--- src/rtl/sevenseg_pkg.sv ---
// Shared seven-segment constants: hex-to-segment table, blank pattern, scan phase type.
// Latency: n/a (constants and types only).
// Backpressure: n/a.
package sevenseg_pkg;

    // Segment pattern with every segment off (active low, {g,f,e,d,c,b,a}).
    localparam logic [6:0] SEG_BLANK = 7'h7F;

    // Active-low hex glyphs indexed by nibble value; entry 0 is the rightmost element.
    localparam logic [15:0][6:0] HEX_SEG = {
        7'h0E, 7'h06, 7'h21, 7'h46,   // F E d C
        7'h03, 7'h08, 7'h10, 7'h00,   // b A 9 8
        7'h78, 7'h02, 7'h12, 7'h19,   // 7 6 5 4
        7'h30, 7'h24, 7'h79, 7'h40    // 3 2 1 0
    };

    // Position within a digit slot: guard interval with anodes off, then lit.
    typedef enum logic {
        BLANK = 1'b0,
        DRIVE = 1'b1
    } phase_t;

endpackage

--- src/rtl/hex_to_seg.sv ---
// Combinational nibble to active-low seven-segment glyph lookup.
// Latency: 0 cycles (pure combinational).
// Backpressure: none.
//
// Ports:
//   nibble  in   4  hex value to display
//   seg     out  7  segments {g,f,e,d,c,b,a}, active low
module hex_to_seg
    import sevenseg_pkg::*;
(
    input  logic [3:0] nibble,
    output logic [6:0] seg
);

    assign seg = HEX_SEG[nibble];

endmodule

--- src/rtl/sevenseg_scan.sv ---
// Time-multiplexed 8-digit common-anode display driver with per-slot blanking guard.
// Latency: outputs registered, one cycle behind the internal slot counter and digit index.
// Backpressure: none; free-running scan, inputs sampled once per frame and ignored otherwise.
//
// Ports:
//   clk         in   1               system clock
//   rst         in   1               asynchronous active-high reset
//   data        in   4*NUM_DIGITS    hex nibbles, nibble i shown on digit i (digit 0 rightmost)
//   digit_en    in   NUM_DIGITS      1 = digit i lit
//   dp          in   NUM_DIGITS      1 = decimal point of digit i lit
//   an          out  NUM_DIGITS      anodes, active low
//   seg         out  7               segments {g,f,e,d,c,b,a}, active low
//   dp_n        out  1               decimal point, active low
//   frame_tick  out  1               one-cycle pulse after each input snapshot
module sevenseg_scan
    import sevenseg_pkg::*;
#(
    parameter int NUM_DIGITS   = 8,
    parameter int DIGIT_CYCLES = 50000,
    parameter int BLANK_CYCLES = 500
) (
    input  logic                      clk,
    input  logic                      rst,
    input  logic [4*NUM_DIGITS-1:0]   data,
    input  logic [NUM_DIGITS-1:0]     digit_en,
    input  logic [NUM_DIGITS-1:0]     dp,
    output logic [NUM_DIGITS-1:0]     an,
    output logic [6:0]                seg,
    output logic                      dp_n,
    output logic                      frame_tick
);

    localparam int CW = (DIGIT_CYCLES > 1) ? $clog2(DIGIT_CYCLES) : 1;
    localparam int IW = (NUM_DIGITS > 1) ? $clog2(NUM_DIGITS) : 1;

    localparam logic [CW-1:0] CNT_LAST  = CW'(DIGIT_CYCLES - 1);
    localparam logic [CW-1:0] BLANK_END = CW'(BLANK_CYCLES);
    localparam logic [IW-1:0] IDX_LAST  = IW'(NUM_DIGITS - 1);

    // The guard must exist and must leave at least one lit cycle per slot.
    generate
        if (BLANK_CYCLES < 1 || BLANK_CYCLES >= DIGIT_CYCLES) begin : g_bad_blank
            $error("sevenseg_scan: BLANK_CYCLES must satisfy 1 <= BLANK_CYCLES < DIGIT_CYCLES");
        end
    endgenerate

    logic [CW-1:0]           cnt;
    logic [IW-1:0]           idx;
    logic [4*NUM_DIGITS-1:0] shadow_data;
    logic [NUM_DIGITS-1:0]   shadow_en;
    logic [NUM_DIGITS-1:0]   shadow_dp;

    logic                    frame_start;
    phase_t                  phase;
    logic [3:0]              nibble;
    logic [6:0]              nib_seg;
    logic [NUM_DIGITS-1:0]   an_d;
    logic [6:0]              seg_d;
    logic                    dp_n_d;

    // First cycle of digit 0: always inside BLANK, so reloading the shadow
    // here can never change what a lit digit shows.
    assign frame_start = (cnt == '0) && (idx == '0);

    // Slot counter and digit index. Disabled digits still take their full slot,
    // which keeps the frame period fixed.
    always_ff @(posedge clk or posedge rst) begin
        if (rst) begin
            cnt <= '0;
            idx <= '0;
        end else if (cnt == CNT_LAST) begin
            cnt <= '0;
            idx <= (idx == IDX_LAST) ? '0 : idx + 1'b1;
        end else begin
            cnt <= cnt + 1'b1;
        end
    end

    // Per-frame input snapshot; cleared shadow means a dark display after reset.
    always_ff @(posedge clk or posedge rst) begin
        if (rst) begin
            shadow_data <= '0;
            shadow_en   <= '0;
            shadow_dp   <= '0;
        end else if (frame_start) begin
            shadow_data <= data;
            shadow_en   <= digit_en;
            shadow_dp   <= dp;
        end
    end

    assign nibble = shadow_data[{idx, 2'b00} +: 4];

    hex_to_seg u_hex_to_seg (
        .nibble (nibble),
        .seg    (nib_seg)
    );

    // Output decode for the current slot position. A disabled digit still
    // drives its segments; only its anode is held off.
    always_comb begin
        phase  = (cnt < BLANK_END) ? BLANK : DRIVE;
        an_d   = '1;
        seg_d  = SEG_BLANK;
        dp_n_d = 1'b1;
        if (phase == DRIVE) begin
            an_d[idx] = ~shadow_en[idx];
            seg_d     = nib_seg;
            dp_n_d    = ~shadow_dp[idx];
        end
    end

    always_ff @(posedge clk or posedge rst) begin
        if (rst) begin
            an         <= '1;
            seg        <= SEG_BLANK;
            dp_n       <= 1'b1;
            frame_tick <= 1'b0;
        end else begin
            an         <= an_d;
            seg        <= seg_d;
            dp_n       <= dp_n_d;
            frame_tick <= frame_start;
        end
    end

endmodule

--- config.mk ---
export PLATFORM = sky130hd
export DESIGN_NAME = sevenseg_scan
export DESIGN_NICKNAME = d
export VERILOG_FILES = /design/src/rtl/sevenseg_pkg.sv /design/src/rtl/hex_to_seg.sv /design/src/rtl/sevenseg_scan.sv
export SDC_FILE = /design/constraint.sdc
export NUM_CORES = 1
export LEC_CHECK = 0
export ABC_CLOCK_PERIOD_IN_PS = 3100
export BUFFER_PORTS_ARGS = -buffer_cell sky130_fd_sc_hd__buf_2
export CAP_MARGIN = 20
export CORE_MARGIN = 4
export CORE_UTILIZATION = 56
export DETAILED_ROUTE_END_ITERATION = 7
export MAX_ROUTING_LAYER = met4
export PLACE_DENSITY = 0.88
export SETUP_SLACK_MARGIN = 0.02
export SLEW_MARGIN = 0
export SYNTH_ARGS = -nofsm -noshare
export SYNTH_HDL_FRONTEND = slang
export SYNTH_SLANG_ARGS = --single-unit
--- constraint.sdc ---
create_clock -name clk -period 3.1 [get_ports clk]
set_clock_uncertainty 0.2 [all_clocks]
set_input_delay 0.465 -clock clk [delete_from_list [all_inputs] [get_ports clk]]
set_output_delay 0.465 -clock clk [all_outputs]
set_load 0.05 [all_outputs]
# == After elaboration in Yosys (flattened, before gate mapping) ==
# Memories as Yosys holds them, arrays and structs flattened.
# Cells that the tools add are included.
# word_totals
ff_bits,84
latchBits,0
ram_bits,0
romBits,112
in_bits,50
out_inout_bits,17
elab_cells,39
n_memories,1
# memory_table
memory,depth,word_bits,read_ports,rd_ports_with_merged_regs,wr,line_no,rtl
(no name shown),16,7,1,0,0,hex_to_seg.sv:15,assign seg = HEX_SEG[nibble];
# classes
add_sub_neg,2
mul,0
div_mod_pow,0
order_cmp,4
eq_ne,2
shifts,1
muxes,12
n_bitwise,4
n_reduce_logical,4
# op_table
cell,n
32-bit by 6-bit variable part select with 4-bit output,1
16-bit by 1-bit adder with 16-bit output (second input constant),1
16-bit == test (second input constant),1
16-bit zero test,1
16-bit by 9-bit < comparator with 1-bit output (second input constant),1
16-bit 2-to-1 mux,1
7-bit 2-to-1 mux,2
8-bit 2-to-1 mux,1
8-bit inverter,1
8-bit bitwise OR,1
1-bit binary-select mux with 3-bit select,2
4-bit by 5-bit < comparator with 1-bit output (second input constant),1
3-bit by 4-bit < comparator with 1-bit output (second input constant),1
1-bit 2-to-1 mux,4
3-bit by 1-bit adder with 3-bit output (second input constant),1
1-bit demux with 3-bit select,1
3-bit == test (second input constant),1
3-bit by 1-bit >= comparator with 1-bit output (second input constant),1
3-bit zero test,1
3-bit 2-to-1 mux,1
1-bit logical AND,2
1-bit inverter,2

# == Longest topological paths before layout ==
# Gate-level depths: netlist (run 1).
# logic_depth
word_depth,7
depth_mapped,9
ltp_nobuf,7

# == Modules after synthesis ==
# Synthesis (run 1) repeated with hierarchy kept, for this count alone.
# unflattened
hier_cells,314
hier_area_um2,4036.4
# modules_own_cells
module,n_inst,cells_per_inst,area_each_um2,seq_area_each_um2
sevenseg_scan,1,282,3761.1,2122.0
hex_to_seg,1,32,275.3,0.0

# == Worst setup path after synthesis (run 1) ==
# OpenSTA, ideal clock, no wires.
# synth_timing
path_kind,register to register
from,register idx[2]
to,register seg[3]
setup_ns,0.098
t_arrival_ns,2.297
required_time_ns,2.802
slack_ns,0.505
path_stages_with_launch,10
path_buffers,2
synth_period_minus_slack_ns,2.595
cell_sequence,dfrtp_1 -> clkbuf_1 -> clkbuf_1 -> mux4_2 -> mux2i_1 -> inv_1 -> ha_1 -> nor2b_1 -> a211oi_1 -> o21ai_0
# synth_between
elab_chain_len,4
# synth_rtl
item,line_no,rtl
"start, declared",sevenseg_scan.sv:48,logic [IW-1:0] idx;
"start signal, assigned",sevenseg_scan.sv:73,idx <= (idx == IDX_LAST) ? '0 : idx + 1'b1;
32-bit by 6-bit variable part select with 4-bit output,sevenseg_scan.sv:92,"assign nibble = shadow_data[{idx, 2'b00} +: 4];"
memory 16 x 7 bit,-,
7-bit 2-to-1 mux (not written as such),hex_to_seg.sv:15,
7-bit 2-to-1 mux,sevenseg_scan.sv:106,if (phase == DRIVE) begin
via seg_d[3],sevenseg_scan.sv:58,logic [6:0] seg_d;
"end signal, assigned",sevenseg_scan.sv:121,seg <= seg_d;
"end, declared",sevenseg_scan.sv:28,"output logic [6:0] seg,"
# The timed path passes the listed nets, and every way through them passes these cells. The select of a mux whose other input is x is not followed.
# A chain may end at the register's enable or synchronous reset.

# == Worst setup path in the final report (run 1) ==
# layout_timing
from,register idx[0]
to,register seg[3]
# Same word-level chain as after synthesis.

==> reports/qor.txt, run 1 <==
Clock Path Buffers - 2
Hold WC Path Type - in -> reg
Critical Path End Type - flop
Post-cts sizing count - 0
Total Routing Usage GR - 20.0%
Yosys top cell area share - 43.8%
Clock net sink count - 84
VDD IR max - 0.258 mV
TritonCTS buffer count - 9
Die Height - 91.3 um
Most common flop cell mapped by yosys - dfrtp_1
Switch share - 24.2%
Final period utilization - 87.2%
Number of synthesized flops with an enable pin - 0
Std-Cell Rows - 30
Ranking of synthesized cells by area - dfrtp_1, dfstp_2, mux2_2
Setup violations, final - 0
Grt ovf - 0
Hold Violations, Final - 0
Setup TNS Final - 0 ns
Vias per Instance - 5.64
Synthesized netlist cell count - 288
Via Count - 2499
Post-synth top cells - dfrtp_1, mux2_2, mux2_1
Core Area - 0.00676 mm^2
# DRC - 0
PD cells - 446 mW/mm^2
Post-layout nets - 419
First-pass GRT wire length - 12700 um
Synth cell types - 40
Initial antenna violation count - 0
Sequential area share after synthesis - 54.6%
Area delta synth->final - 15.3%
Slew margin rel. - 62.3%
Internal power - 1.51 mW
Post-DRT Antenna Nets - 0
Ys Warns - 0
CP Cell Sequence - mux4_2, mux2i_1, inv_1, ha_1, nor2b_1, a211oi_1, o21ai_0
Clk pwr share - 36.4%
Yosys reg bits - 84
Most common cell in the synthesized netlist - dfrtp_1
Max cap viols - 0
RSZ-0062 raised after global routing - false
Max-slew violation count - 0
Net switching power - 484 uW
Fin cells - 443
Seq pwr share - 57.4%
Routability cong. - 0.856
Status - complete, no violations
Cell taking the most area after synthesis - dfrtp_1
WS Path Type - reg -> reg
Post-Syn Area - 0.00388 mm^2
HPWL after detailed placement - 5520 um
Synthesized area per cell - 13.5 um^2
Area of the multi-input gates - 0.00164 mm^2
Iter 0 DRT Violations - 83
Worst path required time - 3.16 ns
Largest net degree at the start of global routing - 66
Initial Util - 57.5%
Post-route minimum period - 2.70 ns
Worst setup SP type - flop
Clk root buf - clkbuf_8
Synth async-reset ratio - 100%
CP max-delay cell - mux4_2
Clk Latency, worst-skew pair - 0.35 ns
Clk slew on worst S/H paths - 0.09 ns
FILL cells - 499
Register area - 0.00212 mm^2
Combinational group share of total power - 6.2%
Wire per inst - 17.1 um
Full die area - 0.00833 mm^2
CTS tree - yes
Synth Net Count - 349
CP Max Fanout - 5
Post-Route WL - 7570 um
Layout cell share with drive strength beyond 1 - 40.8%
P_leak - 1.98 nW
Placed Cells - 426
Die Span X - 91.3 um
IO Pins - 67
1st-pass router iterations - 4
CP max stage delay - 0.54 ns
Worst-Margin Slew - 0.550 ns
Vias in the first global route - 2665
Antenna Cells - 0
CP arrival - 2.76 ns
Max Fclk - 370 MHz
H-tree lvl count - 3
Port bufs - 66
==> cell families (layout without fill, tap and decap cells) <==
kind of cell | count (synthesis) | in the layout | synth area share [%]
compound gates | 13 | 13 | 2.38
flops | 84 | 84 | 54.6
simple gates | 74 | 74 | 9.89
buf+inv | 21 | 96 | 3.16
mux | 70 | 70 | 23.0
fa+ha+maj | 11 | 11 | 3.54
xor+xnor | 15 | 15 | 3.38
==> worst paths after layout <==
path | end | start | slack, ns | cells after the start
worst min register to register | an[1]$_DFF_PP1_ | shadow_en[1]$_DFFE_PP0P_ | 0.24 | 1
worst max-delay path | seg[3]$_DFF_PP1_ | idx[0]$_DFFE_PP0N_ | 0.40 | 7
worst min-delay path | shadow_dp[1]$_DFFE_PP0P_ | dp[1] | 0.12 | 2
worst max register to register | seg[3]$_DFF_PP1_ | idx[0]$_DFFE_PP0N_ | 0.40 | 7
max in group asynchronous | seg[2]$_DFF_PP1_ | rst | 1.62 | 4
min in group asynchronous | cnt[8]$_DFF_PP0_ | rst | 0.40 | 3
==> per-stage QoR <==
step                      util [%]  instance area (um^2)  total power, mW  setup slack (ns)  hold WS (ns)
after floorplan                  -                  3880             1.23             0.296         0.195
after global placement        63.4                  4290             1.28             0.584         0.219
after detailed placement      63.4                  4290             1.29             0.494         0.233
after CTS                     66.3                  4480             2.02             0.406         0.109
after global routing          66.3                  4480             2.08             0.233         0.116
final                         66.3                  4480             2.00             0.396         0.124
==> per-layer routing <==
layer,share of wire (%),GRT usage [%],routed length (um)
met5,0,-,0
met4,1.8,8.29,140
met2,51,32.1,3830
met3,4.0,3.23,302
met1,44,25.5,3300
==> sequential cells by signal, summed over array words and instances (netlist names) <==
register / cells
seg: 7
dp_n: 1
frame_tick: 1
idx: 3
shadow_dp: 8
shadow_data: 32
shadow_en: 8
an: 8
cnt: 16
==> critical path: cells and delay by family (launching register included) <==
family,cells,cell delay [ns]
compound gates,2,0.37
buf+inv,1,0.19
flops,1,0.42
simple gates,1,0.14
mux,2,1.01
fa+ha+maj,1,0.28
==> cell type report <==
cell class / count / area share (%)
Clock buffer: 10 / 3.07
Clock inverter: 6 / 1.03
Inverter: 8 / 0.698
Multi-Input combinational cell: 183 / 36.6
Sequential cell: 84 / 47.4
Tap cell: 80 / 2.23
Timing Repair Buffer: 72 / 8.99
==> power groups by stage <==
stage	Combinational (mW)	Clock [mW]	Sequential, mW
CTS	0.127	0.749	1.14
finish	0.124	0.726	1.15
global placement	0.118	0	1.16
global route	0.140	0.793	1.15
detailed placement	0.125	0	1.17
floorplan	0.0753	0	1.16
==> cells in the final DEF, fill, tap and decap left out, drive strengths merged, types with 4 or more instances in the layout <==
| master | n |
|---|---|
| buf | 71 |
| dfrtp | 68 |
| mux2 | 51 |
| nor2 | 17 |
| nand2 | 17 |
| dfstp | 16 |
| ha | 11 |
| mux4 | 10 |
| clkbuf | 10 |
| nand3 | 9 |
| mux2i | 9 |
| inv | 9 |
| xor2 | 8 |
| xnor2 | 7 |
| nand4 | 6 |
| and3 | 6 |
| nor3 | 4 |
==> timing repair <==
| action | in CTS | in global routing |
|---|---|---|
| hold endpoints to repair | 11 | 0 |
| setup buffers | 0 | 0 |
| hold buffers | 1 | 0 |
No activity file was read; power rests on OpenSTA's default activity.
==> inputs of run 2 (changes only) <==
- RECOVER_POWER: unset -> 25
==> run 2 against run 1 <==
Sequential share of layout area is 0.13 points higher; wire length is 0.52% lower; core utilization is 0.19 points lower; non-clock buffer count stayed put; die area stayed put; total power is 0.24% lower; largest power group unchanged.
==> reports/qor.txt, run 2 (synthesized netlist as in run 1, its figures left out) <==
Area of the multi-input gates - 0.00164 mm^2
Placed Cells - 426
Fin cells - 443
Die Span X - 91.3 um
Register area - 0.00212 mm^2
Max cap viols - 0
Initial Util - 57.5%
Wire per inst - 17.0 um
Full die area - 0.00833 mm^2
Clock Path Buffers - 2
Iter 0 DRT Violations - 98
Core Area - 0.00676 mm^2
RSZ-0062 raised after global routing - false
Hold path endpoint - shadow_dp[1]$_DFFE_PP0P_
Worst-Margin Slew - 0.866 ns
Critical Path End Type - flop
Die Height - 91.3 um
P_leak - 1.97 nW
Post-route minimum period - 2.71 ns
Routability cong. - 0.856
Min-delay src - dp[1]
Std-Cell Rows - 30
Max Fclk - 369 MHz
CP arrival - 2.77 ns
HPWL after detailed placement - 5520 um
IO Pins - 67
Layout cell share with drive strength beyond 1 - 40.8%
Reg2Reg Depth - 7
Worst setup SP type - flop
Worst R2R Start - idx[0]$_DFFE_PP0N_
Port bufs - 66
Slew margin rel. - 42.3%
First-pass GRT wire length - 12700 um
Largest Register - shadow_data
PD cells - 446 mW/mm^2
Clock net sink count - 84
1st-pass router iterations - 4
# DRC - 0
Worst r2r dst - seg[3]$_DFF_PP1_
Hold WC Path Type - in -> reg
Largest registers - shadow_data (32), cnt (16)
Via Count - 2493
FILL cells - 501
Clk root buf - clkbuf_8
Largest net degree at the start of global routing - 66
Max-slew violation count - 0
VDD IR max - 0.258 mV
Setup violations, final - 0
Vias per Instance - 5.63
Clk slew on worst S/H paths - 0.09 ns
Worst Hold Depth - 2
Grt ovf - 0
Total Routing Usage GR - 20.0%
Post-layout nets - 419
Commonest non-fill, non-tap cell in the layout - dfrtp_1
CP Max Fanout - 5
Leading cell types in the layout, fill and taps excluded - dfrtp_1, buf_2, mux2_2, mux2_1
Worst path required time - 3.16 ns
Hold Violations, Final - 0
Initial antenna violation count - 0
TritonCTS buffer count - 9
Post-DRT Antenna Nets - 0
Final period utilization - 87.5%
Vias in the first global route - 2665
Worst R2R Setup Slack - 0.39 ns
Antenna Cells - 0
Setup TNS Final - 0 ns
Status - complete, no violations
Clk Latency, worst-skew pair - 0.35 ns
H-tree lvl count - 3
Post-cts sizing count - 0
WS Path Type - reg -> reg
Max reg flops - 32
Overall power - 1.99 mW
Post-Route WL - 7530 um
Area delta synth->final - 15.0%
CTS tree - yes
## run 2: routing by layer
layer  track usage [%]  share of wire (%)  up-vias
li1                  -                  -     1159
met1              25.5                 42     1261
met2              32.1                 51       62
met3              3.23                4.7       11
met4              8.29                1.9        0
met5                 -                  0        -
## run 2: cell type report
cell class	count	area share, %
well taps	80	2.24
multi-input cells	183	36.7
flip-flops and latches	84	47.5
repair buffers	72	8.74
clock buffers	10	3.08
inverters	8	0.700
clock inverters	6	1.04
## run 2: through the flow
stage / setup WS, ns / util (%) / hold slack (ns) / area [um^2]
2_1_floorplan: 0.296 / - / 0.195 / 3880
3_3_place_gp: 0.584 / 63.4 / 0.219 / 4290
3_5_place_dp: 0.494 / 63.4 / 0.233 / 4290
4_1_cts: 0.406 / 66.3 / 0.109 / 4480
5_1_grt: 0.233 / 66.1 / 0.116 / 4470
6_report: 0.388 / 66.1 / 0.124 / 4470
## run 2: report_power, final
group | switching (mW) | internal, mW
registers | 0.0172 | 1.13
clock network | 0.406 | 0.319
logic | 0.0579 | 0.0638
total | 0.481 | 1.51
## run 2: how the worst max path moves through the flow
stage                  startpoint               end  slack [ns]  depth (start not counted)
2_1_floorplan                 rst  cnt[0]$_DFF_PP0_        0.30                          1
3_3_place_gp   idx[0]$_DFFE_PP0N_  seg[3]$_DFF_PP1_        0.58                          7
3_5_place_dp   idx[0]$_DFFE_PP0N_  seg[3]$_DFF_PP1_        0.49                          7
4_1_cts        idx[0]$_DFFE_PP0N_  seg[3]$_DFF_PP1_        0.41                          7
5_1_grt        idx[0]$_DFFE_PP0N_  seg[3]$_DFF_PP1_        0.23                          7
6_report       idx[0]$_DFFE_PP0N_  seg[3]$_DFF_PP1_        0.39                          7
## run 2: timing repair
action | CTS | global route
hold buffers | 1 | 0
endpoints found under the hold margin | 11 | 0
buffers inserted | 0 | 0
## run 2: worst max-delay path, stage by stage, from the launching register on
cell and delay (ns):
dfrtp_1 0.42, mux4_2 0.54, mux2i_1 0.47, inv_1 0.19, ha_1 0.28, nor2b_1 0.14
a211oi_1 0.24, o21ai_0 0.13
==> inputs of run 3 (changes only) <==
- PLACE_DENSITY: 0.88 -> 0.85
- SETUP_SLACK_MARGIN: 0.02 -> 0.4
==> run 3 against run 2 <==
The flow now finishes with violations (max-capacitance violations, max-slew violations); first-iteration DRC count is 16% lower; critical path depth unchanged; core utilization rose by 0.89 points; flip-flop and latch count unchanged; hold slack lost 0.0049 ns; critical path type unchanged; critical endpoint unchanged.
==> reports/qor.txt, run 3 (synthesized netlist as in run 1, its figures left out) <==
Area delta synth->final - 16.6%
Max cap viols - 1
H-tree lvl count - 3
TritonCTS buffer count - 9
Setup violations, final - 0
Vias per Instance - 5.52
Slew margin rel. - -24.6%
Setup TNS Final - 0 ns
Commonest non-fill, non-tap cell in the layout - dfrtp_1
First-pass GRT wire length - 12200 um
Post-Route WL - 7420 um
IO Pins - 67
Worst-Margin Slew - 1.86 ns
Status - finished, violations left
Max-slew violation count - 44
Initial Util - 57.5%
Worst R2R Setup Slack - 0.56 ns
P_leak - 2.00 nW
Iter 0 DRT Violations - 82
FILL cells - 503
Largest registers - shadow_data (32), cnt (16)
HPWL after detailed placement - 5310 um
Die Height - 91.3 um
1st-pass router iterations - 4
Max Fclk - 394 MHz
Overall power - 2.07 mW
Std-Cell Rows - 30
Min-delay src - digit_en[1]
CTS tree - yes
Layout cell share with drive strength beyond 1 - 42.1%
Wire per inst - 16.6 um
VDD IR max - 0.242 mV
CP max stage delay - 0.54 ns
Clk Latency, worst-skew pair - 0.36 ns
Critical Path End Type - flop
Reg2Reg Depth - 7
Core Area - 0.00676 mm^2
Worst setup SP type - flop
Largest Register - shadow_data
Via Count - 2462
Post-layout nets - 422
WS Path Type - reg -> reg
RSZ-0062 raised after global routing - false
Total Routing Usage GR - 19.3%
Largest net degree at the start of global routing - 49
Hold Violations, Final - 0
Worst r2r dst - seg[3]$_DFF_PP1_
Full die area - 0.00833 mm^2
Worst path required time - 3.16 ns
Die Span X - 91.3 um
Clock Path Buffers - 2
Routability cong. - 0.895
Post-route minimum period - 2.54 ns
PD cells - 458 mW/mm^2
Initial antenna violation count - 0
Hold WC Path Type - in -> reg
Hold path endpoint - shadow_en[1]$_DFFE_PP0P_
Clk root buf - clkbuf_8
Max reg flops - 32
CP Cell Sequence - mux4_2, mux2i_2, inv_1, ha_1, nor2b_1, a211oi_1, o21ai_0
Post-DRT Antenna Nets - 0
CP Max Fanout - 8
Leading cell types in the layout, fill and taps excluded - dfrtp_1, buf_2, mux2_2, mux2_1
Failing checks - max-capacitance violations, max-slew violations
CP max-delay cell - mux4_2
Worst Hold Depth - 2
Vias in the first global route - 2480
CP arrival - 2.60 ns
Grt ovf - 0
Antenna Cells - 0
Clk slew on worst S/H paths - 0.09 ns
Final period utilization - 81.9%
Port bufs - 66
Clock net sink count - 84
# DRC - 0
Worst R2R Start - idx[0]$_DFFE_PP0N_
[run 3: cell types whose count changed in the layout (fill, tap and decap cells not counted)]
| cell | previous run | this run |
|---|---|---|
| buf_12 | 1 | 2 |
| buf_4 | 3 | 7 |
| bufinv_16 | 0 | 1 |
| clkbuf_4 | 1 | 0 |
| clkbuf_8 | 10 | 9 |
| clkinv_2 | 1 | 0 |
| dfrtp_1 | 68 | 67 |
| dfrtp_2 | 0 | 1 |
| dlygate4sd3_1 | 1 | 0 |
| inv_8 | 0 | 1 |
| mux2i_1 | 9 | 8 |
| mux2i_2 | 0 | 1 |
[run 3: worst max path at each step]
stage | from | to | cells past startpoint
final | idx[0]$_DFFE_PP0N_ | seg[3]$_DFF_PP1_ | 7
after global routing | idx[0]$_DFFE_PP0N_ | seg[3]$_DFF_PP1_ | 8
after CTS | idx[0]$_DFFE_PP0N_ | seg[3]$_DFF_PP1_ | 7
after detailed placement | idx[0]$_DFFE_PP0N_ | seg[3]$_DFF_PP1_ | 7
after global placement | idx[0]$_DFFE_PP0N_ | seg[3]$_DFF_PP1_ | 7
after floorplan | idx[2]$_DFFE_PP0N_ | seg[3]$_DFF_PP1_ | 9
[run 3: cell type report]
type	count	area [um^2]	share of cell area (%)
clock inverters	7	82.6	1.82
multi-input cells	183	1640	36.3
well taps	80	100	2.21
clock buffers	9	124	2.74
repair buffers	75	423	9.34
inverters	8	31.3	0.691
flip-flops and latches	84	2120	46.9
[run 3: repair_timing]
item / in CTS / in global routing
endpoints found under the setup margin: 1 / 6
pin swaps: 0 / 0
hold buffers: 0 / 0
gates cloned: 0 / 0
resized for setup: 1 / 1
buffers inserted: 0 / 3
[run 3: where the power goes]
group / internal, mW / switching, mW
sequential: 1.13 / 0.0182
combinational: 0.0653 / 0.0599
clock: 0.384 / 0.417
total: 1.58 / 0.495
[run 3: per-stage QoR]
stage / utilization (%) / instance area, um^2 / setup slack, ns / std cells / hold WS [ns]
global placement: 63.6 / 4300 / 0.402 / 427 / 0.217
finish: 67.0 / 4530 / 0.560 / 446 / 0.119
detailed placement: 63.6 / 4300 / 0.307 / 427 / 0.235
floorplan: - / 3890 / 0.505 / 288 / 0.195
global route: 67.0 / 4530 / 0.401 / 446 / 0.107
CTS: 66.7 / 4510 / 0.409 / 443 / 0.103
[run 3: metal layers]
metal | GRT usage, % | share of wire (%)
met1 | 25.7 | 44
met2 | 29.1 | 49
met3 | 4.31 | 5.4
met4 | 7.79 | 1.5
met5 | - | 0
[run 3: critical path, delay by kind of cell, from the launching register on]
family,cells,cell delay [ns]
multiplexers,2,0.86
flip-flops,1,0.49
AO/OA/AOI/OAI,2,0.32
adder cells (fa/ha/maj),1,0.27
buffers and inverters,1,0.16
AND/OR/NAND/NOR,1,0.15
